==> src/rtl/motor_pwm_decoder.sv <==
// -----------------------------------------------------------------------------
// motor_pwm_decoder
//
// Measures the motor PWM waveform and recovers the 12-bit drive code that the
// PWM generator used (generator: high time = code + Offset, period 6826).
// Reports the last high time, the last rise-to-rise period, a one-cycle Valid
// strobe per measured period, and a Timeout level for a stuck-high or
// stuck-low line.
//
// Optional feature: define PWM_DEGLITCH_EN to insert a level filter between
// the synchronizer and the edge detector. With the filter, the level changes
// only after DeglitchCycles consecutive differing samples. Without the macro
// there is no filter logic.
//
// Ports:
//   PWMClock    in   1   50 MHz clock, rising edge
//   PWMReset_n  in   1   synchronous active-low reset
//   PWMin       in   1   asynchronous PWM line being measured
//   DutyOut     out  12  recovered code, sat(high time - Offset) to 0..4095
//   HighOut     out  13  last measured high time (clocks)
//   PeriodOut   out  13  last measured rise-to-rise period (clocks)
//   Valid       out  1   one-cycle strobe, outputs updated this cycle
//   Timeout     out  1   last event was a timeout; cleared by a good period
// -----------------------------------------------------------------------------
module motor_pwm_decoder #(
  parameter int Offset         = 2730,
  parameter int MaxPeriod      = 8191,
  parameter int DeglitchCycles = 3
) (
  input  logic        PWMClock,
  input  logic        PWMReset_n,
  input  logic        PWMin,
  output logic [11:0] DutyOut,
  output logic [12:0] HighOut,
  output logic [12:0] PeriodOut,
  output logic        Valid,
  output logic        Timeout
);

  if (Offset < 0 || Offset > 8191 || MaxPeriod < 2 || MaxPeriod > 8191 ||
      DeglitchCycles < 1 || DeglitchCycles > 15) begin : g_bad_param
    $error("motor_pwm_decoder: parameter out of range");
  end

  typedef enum logic [2:0] {IDLE, HIGH, LOW, STUCK_H, STUCK_L} state_e;

  localparam logic [12:0]        MaxCnt   = 13'(MaxPeriod);
  localparam logic signed [13:0] OffsetS  = 14'(Offset);

  // ---------------------------------------------------------------------------
  // Input conditioning
  // ---------------------------------------------------------------------------
  logic sync1_q, sync1_d;
  logic sync2_q, sync2_d;
  logic prev_q,  prev_d;
  logic level;
  logic rise, fall;

`ifdef PWM_DEGLITCH_EN
  logic       filt_q, filt_d;
  logic [3:0] fcnt_q, fcnt_d;

  // The filtered level flips only once the synchronized input has disagreed
  // with it for DeglitchCycles consecutive samples; any agreement restarts.
  always_comb begin
    filt_d = filt_q;
    fcnt_d = '0;
    if (sync2_q != filt_q) begin
      if (fcnt_q == 4'(DeglitchCycles - 1)) begin
        filt_d = sync2_q;
      end else begin
        fcnt_d = fcnt_q + 4'd1;
      end
    end
  end

  always_ff @(posedge PWMClock) begin
    if (!PWMReset_n) begin
      filt_q <= 1'b0;
      fcnt_q <= '0;
    end else begin
      filt_q <= filt_d;
      fcnt_q <= fcnt_d;
    end
  end

  assign level = filt_q;
`else
  assign level = sync2_q;
`endif

  always_comb begin
    sync1_d = PWMin;
    sync2_d = sync1_q;
    prev_d  = level;
  end

  assign rise = level & ~prev_q;
  assign fall = ~level & prev_q;

  // ---------------------------------------------------------------------------
  // State and datapath registers
  // ---------------------------------------------------------------------------
  state_e      state_q, state_d;
  logic [12:0] cnt_q,   cnt_d;
  logic [12:0] hlat_q,  hlat_d;
  logic        hok_q,   hok_d;   // hlat_q belongs to the period now closing
  logic [11:0] duty_q,  duty_d;
  logic [12:0] high_q,  high_d;
  logic [12:0] per_q,   per_d;
  logic        valid_q, valid_d;
  logic        tmo_q,   tmo_d;

  // NOTE: sequential state uses non-blocking assignments so every flop samples
  // the pre-edge values, independent of statement order.
  always_ff @(posedge PWMClock) begin
    if (!PWMReset_n) begin
      sync1_q <= 1'b0;
      sync2_q <= 1'b0;
      prev_q  <= 1'b0;
      state_q <= IDLE;
      cnt_q   <= '0;
      hlat_q  <= '0;
      hok_q   <= 1'b0;
      duty_q  <= '0;
      high_q  <= '0;
      per_q   <= '0;
      valid_q <= 1'b0;
      tmo_q   <= 1'b0;
    end else begin
      sync1_q <= sync1_d;
      sync2_q <= sync2_d;
      prev_q  <= prev_d;
      state_q <= state_d;
      cnt_q   <= cnt_d;
      hlat_q  <= hlat_d;
      hok_q   <= hok_d;
      duty_q  <= duty_d;
      high_q  <= high_d;
      per_q   <= per_d;
      valid_q <= valid_d;
      tmo_q   <= tmo_d;
    end
  end

  // ---------------------------------------------------------------------------
  // Next-state logic; an edge always wins over a simultaneous timeout
  // ---------------------------------------------------------------------------
  always_comb begin
    state_d = state_q;
    unique case (state_q)
      IDLE:    if (rise) state_d = HIGH;
      HIGH:    if (fall) state_d = LOW;
               else if (cnt_q == MaxCnt) state_d = STUCK_H;
      LOW:     if (rise) state_d = HIGH;
               else if (cnt_q == MaxCnt) state_d = STUCK_L;
      STUCK_H: if (fall) state_d = LOW;
      STUCK_L: if (rise) state_d = HIGH;
      default: state_d = IDLE;
    endcase
  end

  // ---------------------------------------------------------------------------
  // Counter, latch and output-register logic
  // ---------------------------------------------------------------------------
  logic signed [13:0] duty_diff;

  // NOTE: every signal assigned here gets a default first, so no path leaves
  // it unassigned and no latch is inferred.
  always_comb begin
    duty_diff = $signed({1'b0, hlat_q}) - OffsetS;
    hlat_d    = hlat_q;
    hok_d     = hok_q;
    duty_d    = duty_q;
    high_d    = high_q;
    per_d     = per_q;
    valid_d   = 1'b0;
    tmo_d     = tmo_q;

    // Cnt = 1 on the cycle after a rise (or after leaving STUCK_H), so a fall
    // detect sees the high time and the next rise detect sees the period.
    if (rise || (state_q == STUCK_H && fall)) begin
      cnt_d = 13'd1;
    end else if (cnt_q == MaxCnt) begin
      cnt_d = cnt_q;
    end else begin
      cnt_d = cnt_q + 13'd1;
    end

    unique case (state_q)
      HIGH: begin
        if (fall) begin
          hlat_d = cnt_q;
          hok_d  = 1'b1;
        end else if (cnt_q == MaxCnt) begin
          duty_d  = 12'd4095;
          high_d  = MaxCnt;
          per_d   = MaxCnt;
          tmo_d   = 1'b1;
          valid_d = 1'b1;
          hok_d   = 1'b0;   // the high time of this period is unknown
        end
      end
      LOW: begin
        if (rise) begin
          // The first rise after a stuck-high recovery closes a period whose
          // high time was never measured, so it only restarts measurement.
          if (hok_q) begin
            high_d  = hlat_q;
            per_d   = cnt_q;
            tmo_d   = 1'b0;
            valid_d = 1'b1;
            if (duty_diff <= 14'sd0) begin
              duty_d = '0;
            end else if (duty_diff > 14'sd4095) begin
              duty_d = 12'd4095;
            end else begin
              duty_d = duty_diff[11:0];
            end
          end
        end else if (cnt_q == MaxCnt) begin
          duty_d  = '0;
          high_d  = '0;
          per_d   = MaxCnt;
          tmo_d   = 1'b1;
          valid_d = 1'b1;
        end
      end
      default: ;
    endcase
  end

  assign DutyOut   = duty_q;
  assign HighOut   = high_q;
  assign PeriodOut = per_q;
  assign Valid     = valid_q;
  assign Timeout   = tmo_q;

endmodule

==> config.mk <==
export PLATFORM = sky130hd
export DESIGN_NAME = motor_pwm_decoder
export DESIGN_NICKNAME = d
export VERILOG_FILES = /design/src/rtl/motor_pwm_decoder.sv
export SDC_FILE = /design/constraint.sdc
export NUM_CORES = 1
export LEC_CHECK = 0
export ABC_AREA = 0
export CORE_MARGIN = 4
export CORE_UTILIZATION = 55
export CTS_CLUSTER_DIAMETER = 40
export DETAILED_ROUTE_END_ITERATION = 8
export PLACE_DENSITY = 0.87
export SKIP_CTS_REPAIR_TIMING = 1
export SYNTH_ARGS = -nofsm -noshare
export SYNTH_HDL_FRONTEND = slang
export SYNTH_SLANG_ARGS = --single-unit
==> constraint.sdc <==
create_clock -name PWMClock -period 3.3 [get_ports PWMClock]
set_clock_uncertainty 0.1 [all_clocks]
set_input_delay 0.495 -clock PWMClock [delete_from_list [all_inputs] [get_ports PWMClock]]
set_output_delay 0.495 -clock PWMClock [all_outputs]
set_load 0.01 [all_outputs]
Word level (Yosys, flattened, before mapping)
Index checks and enable logic that the tools add are counted.
{ "word_totals": {"regBits": 73, "out_inout_bits": 40} }
{ "classes": {"n_bitwise": 5, "addsub": 2, "reduce_logical": 12, "magnitude_cmp": 2, "eq_ne": 13, "n_mux": 40} }
{ "ops": {"columns": ["cell", "n"], "rows": [
  ["2-to-1 mux 13 bit", 9],
  ["2-to-1 mux 12 bit", 7],
  ["one-hot mux 13 bit (2 select lines)", 2],
  ["one-hot mux 12 bit (2 select lines)", 1],
  ["2-to-1 mux 3 bit", 6],
  ["> comparator 14 x 13 -> 1 bit, second input constant", 1],
  ["less-or-equal comparator 14 x 1 -> 1 bit, second input constant", 1],
  ["subtractor 13 x 12 -> 14 bit, second input constant", 1],
  ["adder 13 x 1 -> 13 bit, second input constant", 1],
  ["equality test 13 bit, second input constant", 1],
  ["2-to-1 mux 1 bit", 12],
  ["one-hot mux 3 bit (4 select lines)", 1],
  ["inequality test 3 bit, second input constant", 3],
  ["equality test 3 x 2 -> 1 bit, second input constant", 2],
  ["inequality test 2 bit, second input constant", 3],
  ["AND reduction 5 bit", 1],
  ["inequality test 2 x 1 -> 1 bit, second input constant", 2],
  ["one-hot mux 1 bit (2 select lines)", 2],
  ["AND reduction 2 bit", 2],
  ["AND reduction 4 bit", 1],
  ["nonzero test 2 bit", 2],
  ["OR reduction 2 bit", 2],
  ["equality test 3 x 1 -> 1 bit, second input constant", 1],
  ["equality test 3 bit, second input constant", 1],
  ["other kinds (6)", 9]
]} }

Longest topological paths before layout
Gate-level depths: netlist (run 1).
{ "depth": {"word_depth": 7, "depth_mapped": 9} }

Worst setup path after synthesis (run 1)
Ideal clock, no wire load.
{ "synth_path": {"kind": "register to register", "start": "reg cnt_q[0]", "end": "reg duty_q[4], in the netlist DutyOut[4]", "required_time_ns": 3.081, "path_stages_with_launch": 10, "period_less_slack_ns": 2.281, "slack_ns": 1.019, "arrival_ns": 2.062, "path_cell_list": "dfxtp_1 > ha_1 > nand2_1 > or4_1 > buf_2 > o21ai_4 > nand2b_2 > o21a_1 > clkbuf_1 > o221a_1"} }
{ "synth_between": {"elab_chain_cells": 3, "elab_cells_between_ends": 4, "classes_between": "eq/ne (3); reduce/logical (1)"} }
{ "synth_rtl": {"columns": ["item", "line", "source"], "rows": [
  ["start, declared", "105", "logic [12:0] cnt_q, cnt_d;"],
  ["start signal, assigned", "135", "cnt_q <= cnt_d;"],
  ["equality test 13 bit (*)", "195, 221", null],
  ["inequality test 3 bit (no line) / inequality test 2 bit (equally long branches)", null, null],
  ["AND reduction 5 bit (no line) (*)", null, null],
  ["end signal, assigned", "138", "duty_q <= duty_d;"],
  ["end, declared", "108", "logic [11:0] duty_q, duty_d;"]
]} }
Every way passes the cells marked *; elsewhere a longest branch is shown, timed or not.
A chain may end at the register's enable or synchronous reset.

Final worst setup path (run 1)
{ "layout_path": {"start": "reg cnt_q[0]", "end": "reg duty_q[0], in the netlist DutyOut[0]"} }
The elaborated chain is that of the path after synthesis.

==> reports/results.tsv, run 1 <==
stage	metric	value	unit
run_status	status	finished, final reports clean	
job	cap_viol_max_count	0	
grt	met2_usage	29.7	%
timing	rsz0062_at_grt	false	
critical_path	cpPeakStageDelay	0.73	ns
critical_path	rrSetupSlack	0.48	ns
yosys	ys_types	49	
grt	grt_pass1_vias	2357	
pwr	vdd_ir_drop_max	0.241	mV
yosys	async_reset_ff_share	0	%
yosys	syn_area_per_cell	9.27	µm²
timing	timing.final.crit_share	85.4	%
finish	nNetsFinal	377	
finish	fillCellCount	437	
finish	syn_to_final_growth	21.1	%
grt	grt.total_usage	19.8	%
placement	place_inst	433	
drt	vias	2555	
critical_path	path_delay_family	compound AO/OA/AOI/OAI gates	
grt	grt_pass1_wl	11.2	mm
cts	cts_buffers	9	
timing	setup_viol	0	
drt	routedWlPerCell	14.6	µm
placement	pre_cts_ws	0.516	ns
floorplanning	fp.dieW	83.1	µm
critical_path	cp-start-kind	register	
critical_path	critPathCaptureType	register	
yosys	yosys_warnings	0	
placement	io_buffers	42	
timing	hold_viol_final	0	
timing	max_slew_margin	62.0	%
yosys	ys.flop_type	dfxtp_1	
drt	ant_nets	0	
critical_path	crit_fanout	15	
cts	cts.sinks	73	
grt	grt_max_degree	33	
finish	instances_no_fill	448	
pwr	power.total	1.63	mW
yosys	synth_nets	340	
critical_path	critPathArrivalTime	2.96	ns
finish	final_layout_size_suffix_gt1_share	10.9	%
finish	final_util	68.3	%
drt	drt_wl_total	6.56	mm
floorplanning	core-area	5510	µm²
timing	worstMarginPinSlew	0.565	ns
grt	grtUsageMet3	6.25	%
floorplanning	initial_core_util	56.4	%
floorplanning	io_pins	43	
critical_path	crit_chain	ha_1 > nand2_1 > or4_1 > o21ai_4 > nand2b_2 > a21o_1 > o221a_2	
finish	diodes	0	
critical_path	cp.required	3.44	ns
critical_path	crit_type	reg -> reg	
yosys	yosys_register_bits	73	
cts	cts_tree	done	
drt	drc	0	
cts	insertion_delay	0.35	ns
yosys	synth_cells	335	
finish	final_area	3760	µm²
drt	vias_per_cell	5.70	
grt	antenna_found_initial	0	
cts	htreeDepth	3	
critical_path	slowest_stage	or4_1	
floorplanning	die-height	83.1	µm
timing	slew_viol_final	0	
placement	finalWeightedCongestion	0.930	
drt	drt-initial-drc-count	246	
grt	gr-usage-met1	26.1	%
timing	hold_slack	0.340	ns
placement	hpwl	4.61	mm
yosys	yosysSeqAreaShare	47.1	%
timing	layout_setup_ws	0.483	ns
timing	fmax	0.355	GHz
yosys	synth_edf_count	0	
timing	period_minus_slack	2.82	ns
grt	top_usage_layer	met2	
drt	first_pass_iters	6	
critical_path	crit_buf_inv	0	
pwr	p_leak	1.37	nW
cts	clockRootBuffer	clkbuf_8	
grt	overflow	0	
placement	placed_area	3560	µm²
pwr	powerDensity	433	nW/µm²
worst_hold_path	worstHoldPathType	reg -> reg	
yosys	synthesis.area	3110	µm²
timing	fin_tns_setup	0	ns
cts	cts.path.max_buffers	2	
floorplanning	row_count	27	
cts	clkSlewWorstSetupHoldPaths	0.07	ns
floorplanning	fp.dieArea	6910	µm²
==> power by group <==
| part | internal (mW) | switching (mW) |
|---|---|---|
| combinational | 0.0185 | 0.0253 |
| sequential | 0.886 | 0.00847 |
| clock | 0.384 | 0.304 |
==> sequential cells by signal (all words and copies together), names as in the netlist <==
signal     count
Timeout        1
HighOut       13
prev_q         1
Valid          1
hlat_q        13
DutyOut       12
hok_q          1
level          1
state_q        3
sync1_q        1
PeriodOut     13
cnt_q         13
==> cells in the mapped netlist (2+ instances only) <==
| library cell | count | area (µm²) |
|---|---|---|
| a31oi_1 | 2 | 12.5 |
| or2_2 | 2 | 12.5 |
| nor2b_1 | 6 | 37.5 |
| nand2_1 | 47 | 176 |
| a21oi_1 | 16 | 80.1 |
| o221a_1 | 10 | 113 |
| o21a_1 | 3 | 22.5 |
| o21ai_0 | 16 | 80.1 |
| and2_1 | 6 | 37.5 |
| ha_1 | 2 | 25.0 |
| xor2_1 | 4 | 35.0 |
| xnor2_1 | 12 | 105 |
| a211oi_1 | 2 | 15.0 |
| o221a_2 | 14 | 158 |
| buf_2 | 5 | 25.0 |
| o211a_1 | 8 | 80.1 |
| nor4b_1 | 2 | 17.5 |
| nor4_1 | 4 | 25.0 |
| nand3_1 | 6 | 30.0 |
| clkbuf_1 | 16 | 60.1 |
| dfxtp_1 | 73 | 1460 |
| inv_1 | 8 | 30.0 |
| and3_1 | 2 | 12.5 |
| o211ai_1 | 2 | 15.0 |
| nand2b_1 | 3 | 18.8 |
| nor2_1 | 22 | 82.6 |
| a21boi_0 | 19 | 143 |
| nor3_1 | 2 | 10.0 |
==> path summary, 6_finish.rpt <==
check,start,endpoint,depth (start not counted)
max,cnt_q[0],DutyOut[0],7
min,sync1_q,level,1
max reg2reg,cnt_q[0],DutyOut[0],7
min reg2reg,sync1_q,level,1
==> cell usage in the layout, fill, tap and decap left out, drive strengths merged, types with 3 or more instances in the layout <==
| master | instances |
|---|---|
| dfxtp | 73 |
| nand2 | 47 |
| clkdlybuf4s50 | 42 |
| o221a | 24 |
| nor2 | 22 |
| a21boi | 20 |
| o21ai | 18 |
| a21oi | 16 |
| xnor2 | 12 |
| clkbuf | 12 |
| inv | 8 |
| o211a | 8 |
| buf | 7 |
| nand3 | 7 |
| nor2b | 6 |
| and2 | 6 |
| nor4 | 4 |
| xor2 | 4 |
| nand2b | 4 |
| o21a | 3 |
==> cells by family after synthesis <==
family,Yosys count,synth area share [%]
DFF,73,47.1
and+or+nand+nor,111,17.3
buffers and inverters,31,4.31
muxes,1,0.322
AOI/OAI and AO/OA,101,25.7
adders and majority gates,2,0.806
xor gates and xnor gates,16,4.51
==> worst register-to-register path, delay by kind of cell, from the launching register on <==
kind	cells	cell delay, ns
compound gates	3	1.02
flops	1	0.41
fa+ha+maj	1	0.21
simple gates	3	0.97
==> layout make-up <==
class                           count  area (µm²)  share of cell area [%]
Multi-Input combinational cell    231        1510                    40.2
Sequential cell                    73        1460                    38.9
Timing Repair Buffer               49         473                    12.6
Clock buffer                       12         155                    4.13
Tap cell                           72        90.1                    2.40
Clock inverter                      3        40.0                    1.06
Inverter                            8        30.0                   0.799
==> metal layers <==
metal | share of wire [%] | routed length, µm | up-vias
li1 | - | - | 1272
met1 | 47 | 3090 | 1174
met2 | 44 | 2880 | 93
met3 | 6.6 | 432 | 16
met4 | 2.3 | 153 | 0
met5 | 0 | 0 | -
(Power assumes the default switching activity.)
==> run 2, diff against run 1 <==
- SETUP_SLACK_MARGIN: default -> 0.3
==> reports/results.tsv, run 2 (synthesized netlist as in run 1, its figures left out) <==
stage	metric	value	unit	change
drt	drt_wl_total	6.60	mm	+0.64%
placement	finalWeightedCongestion	0.930		unchanged
pwr	power_frac_clock	42.4	%	about the same
critical_path	rrSetupSlack	0.71	ns	+0.23 ns
grt	gr-usage-met1	26.1	%	unchanged
finish	layout_common_cells	73 x dfxtp_1, 47 x nand2_1, 42 x clkdlybuf4s50_1, 22 x nor2_1, 19 x a21boi_0		
critical_path	critPathCaptureType	register		
drt	vias_per_cell	5.69		-0.22%
critical_path	worstRegToRegCells	7		unchanged
pwr	seq_power_share	55.0	%	about the same
pwr	p_int	1.29	mW	about the same
cts	clockRootBuffer	clkbuf_8		
finish	multi_input_area	1510	µm²	unchanged
finish	final_common_cell	dfxtp_1		
cts	insertion_delay	0.35	ns	about the same
timing	worstMarginPinSlew	0.548	ns	-0.0167 ns
floorplanning	row_count	27		unchanged
critical_path	reg2reg_to	DutyOut[0]		
critical_path	crit_type	reg -> reg		
cts	htreeDepth	3		unchanged
drt	drc	0		unchanged
finish	nNetsFinal	378		+0.27%
job	cap_viol_max_count	0		unchanged
grt	antenna_found_initial	0		unchanged
critical_path	path_delay_family	simple AND/OR/NAND/NOR gates		
critical_path	cp-start-kind	register		
critical_path	cp.required	3.44	ns	about the same
pwr	combPwrFrac	2.7	%	about the same
floorplanning	die-height	83.1	µm	unchanged
timing	fmax	0.386	GHz	+8.7%
drt	vias	2555		unchanged
finish	fillCellCount	436		-0.23%
critical_path	critPathArrivalTime	2.73	ns	-0.23 ns
grt	grt_pass1_vias	2357		unchanged
timing	setup_viol	0		unchanged
cts	cts.path.max_buffers	2		unchanged
pwr	vdd_ir_drop_max	0.241	mV	about the same
floorplanning	initial_core_util	56.4	%	unchanged
cts	cts_buffers	9		unchanged
worst_hold_path	min_from	sync1_q		
critical_path	slowest_stage	or4_1		
grt	overflow	0		unchanged
drt	drt-initial-drc-count	226		-8.1%
drt	ant_nets	0		unchanged
timing	fin_tns_setup	0	ns	unchanged
timing	timing.final.crit_share	78.5	%	-6.9 points
pwr	switching_share	20.8	%	+0.081 points
finish	seqCellArea	1460	µm²	unchanged
grt	grt.total_usage	19.8	%	unchanged
pwr	p_leak	1.38	nW	+0.40%
timing	hold_viol_final	0		unchanged
placement	io_buffers	42		unchanged
pwr	p_sw	0.339	mW	+0.49%
timing	slew_viol_final	0		unchanged
timing	period_minus_slack	2.59	ns	-0.226 ns
timing	layout_setup_ws	0.709	ns	+0.226 ns
pwr	power.total	1.63	mW	+0.10%
floorplanning	fp.dieW	83.1	µm	unchanged
drt	routedWlPerCell	14.7	µm	+0.42%
grt	grt_pass1_wl	11.2	mm	unchanged
cts	cts.sinks	73		unchanged
critical_path	crit_fanout	11		-4
grt	grtUsageMet3	6.25	%	unchanged
cts	cts_tree	done		
grt	met2_usage	29.7	%	unchanged
placement	hpwl	4.61	mm	unchanged
floorplanning	core-area	5510	µm²	unchanged
critical_path	crit_chain	ha_1 > nand2_1 > or4_1 > o21ai_4 > nand2b_2 > a21o_1 > o221a_2		
grt	grt_max_degree	33		unchanged
finish	final_util	68.4	%	+0.14 points
timing	max_slew_margin	63.1	%	+1.1 points
drt	first_pass_iters	5		-1
floorplanning	io_pins	43		unchanged
timing	rsz0062_at_grt	false		
worst_hold_path	hold_depth	1		unchanged
worst_hold_path	worstHoldPathType	reg -> reg		
critical_path	crit_buf_inv	0		unchanged
critical_path	reg2reg_from	cnt_q[0]		
critical_path	cpPeakStageDelay	0.73	ns	about the same
cts	clkSlewWorstSetupHoldPaths	0.07	ns	about the same
finish	diodes	0		unchanged
run_status	status	finished, final reports clean		
grt	top_usage_layer	met2		
finish	final_layout_size_suffix_gt1_share	11.1	%	+0.24 points
worst_hold_path	holdPathEnd	level		
finish	syn_to_final_growth	21.3	%	
pwr	powerDensity	432	nW/µm²	about the same
placement	pre_cts_ws	0.516	ns	unchanged
floorplanning	fp.dieArea	6910	µm²	unchanged
[run 2: stage by stage]
step | instance area [µm²] | instances | hold slack [ns]
2_1_floorplan | 3110 | 335 | 0.312
3_3_place_gp | 3560 | 433 | 0.314
3_5_place_dp | 3560 | 433 | 0.324
6_report | 3770 | 449 | 0.341
5_1_grt | 3770 | 449 | 0.391
4_1_cts | 3760 | 448 | 0.344
[run 2: cell type report]
class                   count  share of cell area, %
well taps                  72                   2.39
repair buffers             50                   12.8
multi-input cells         231                   40.1
clock buffers              12                   4.12
flip-flops and latches     73                   38.8
inverters                   8                  0.797
clock inverters             3                   1.06
[run 2: worst max path at each step]
stage / to / cells after the start / slack (ns) / from
2_1_floorplan: DutyOut[4] / 9 / 1.02 / cnt_q[0]
3_3_place_gp: DutyOut[0] / 7 / 0.56 / cnt_q[0]
3_5_place_dp: DutyOut[0] / 7 / 0.52 / cnt_q[0]
4_1_cts: DutyOut[0] / 7 / 0.49 / cnt_q[0]
5_1_grt: DutyOut[0] / 7 / 0.53 / cnt_q[0]
6_report: DutyOut[0] / 7 / 0.71 / cnt_q[0]
[run 2: power groups by stage]
stage | clock [mW] | combinational, mW | sequential (mW)
4_1_cts | 0.703 | 0.0436 | 0.894
5_1_grt | 0.741 | 0.0485 | 0.896
2_1_floorplan | 0 | 0.0351 | 0.911
6_report | 0.690 | 0.0435 | 0.895
3_5_place_dp | 0 | 0.0433 | 0.915
3_3_place_gp | 0 | 0.0425 | 0.914
[run 2: metal layers]
| layer | up-vias | part of all wire (%) | wire length, µm |
|---|---|---|---|
| met4 | 0 | 2.5 | 164 |
| li1 | 1271 | - | - |
| met5 | - | 0 | 0 |
| met3 | 15 | 6.6 | 437 |
| met1 | 1173 | 47 | 3110 |
| met2 | 96 | 44 | 2890 |
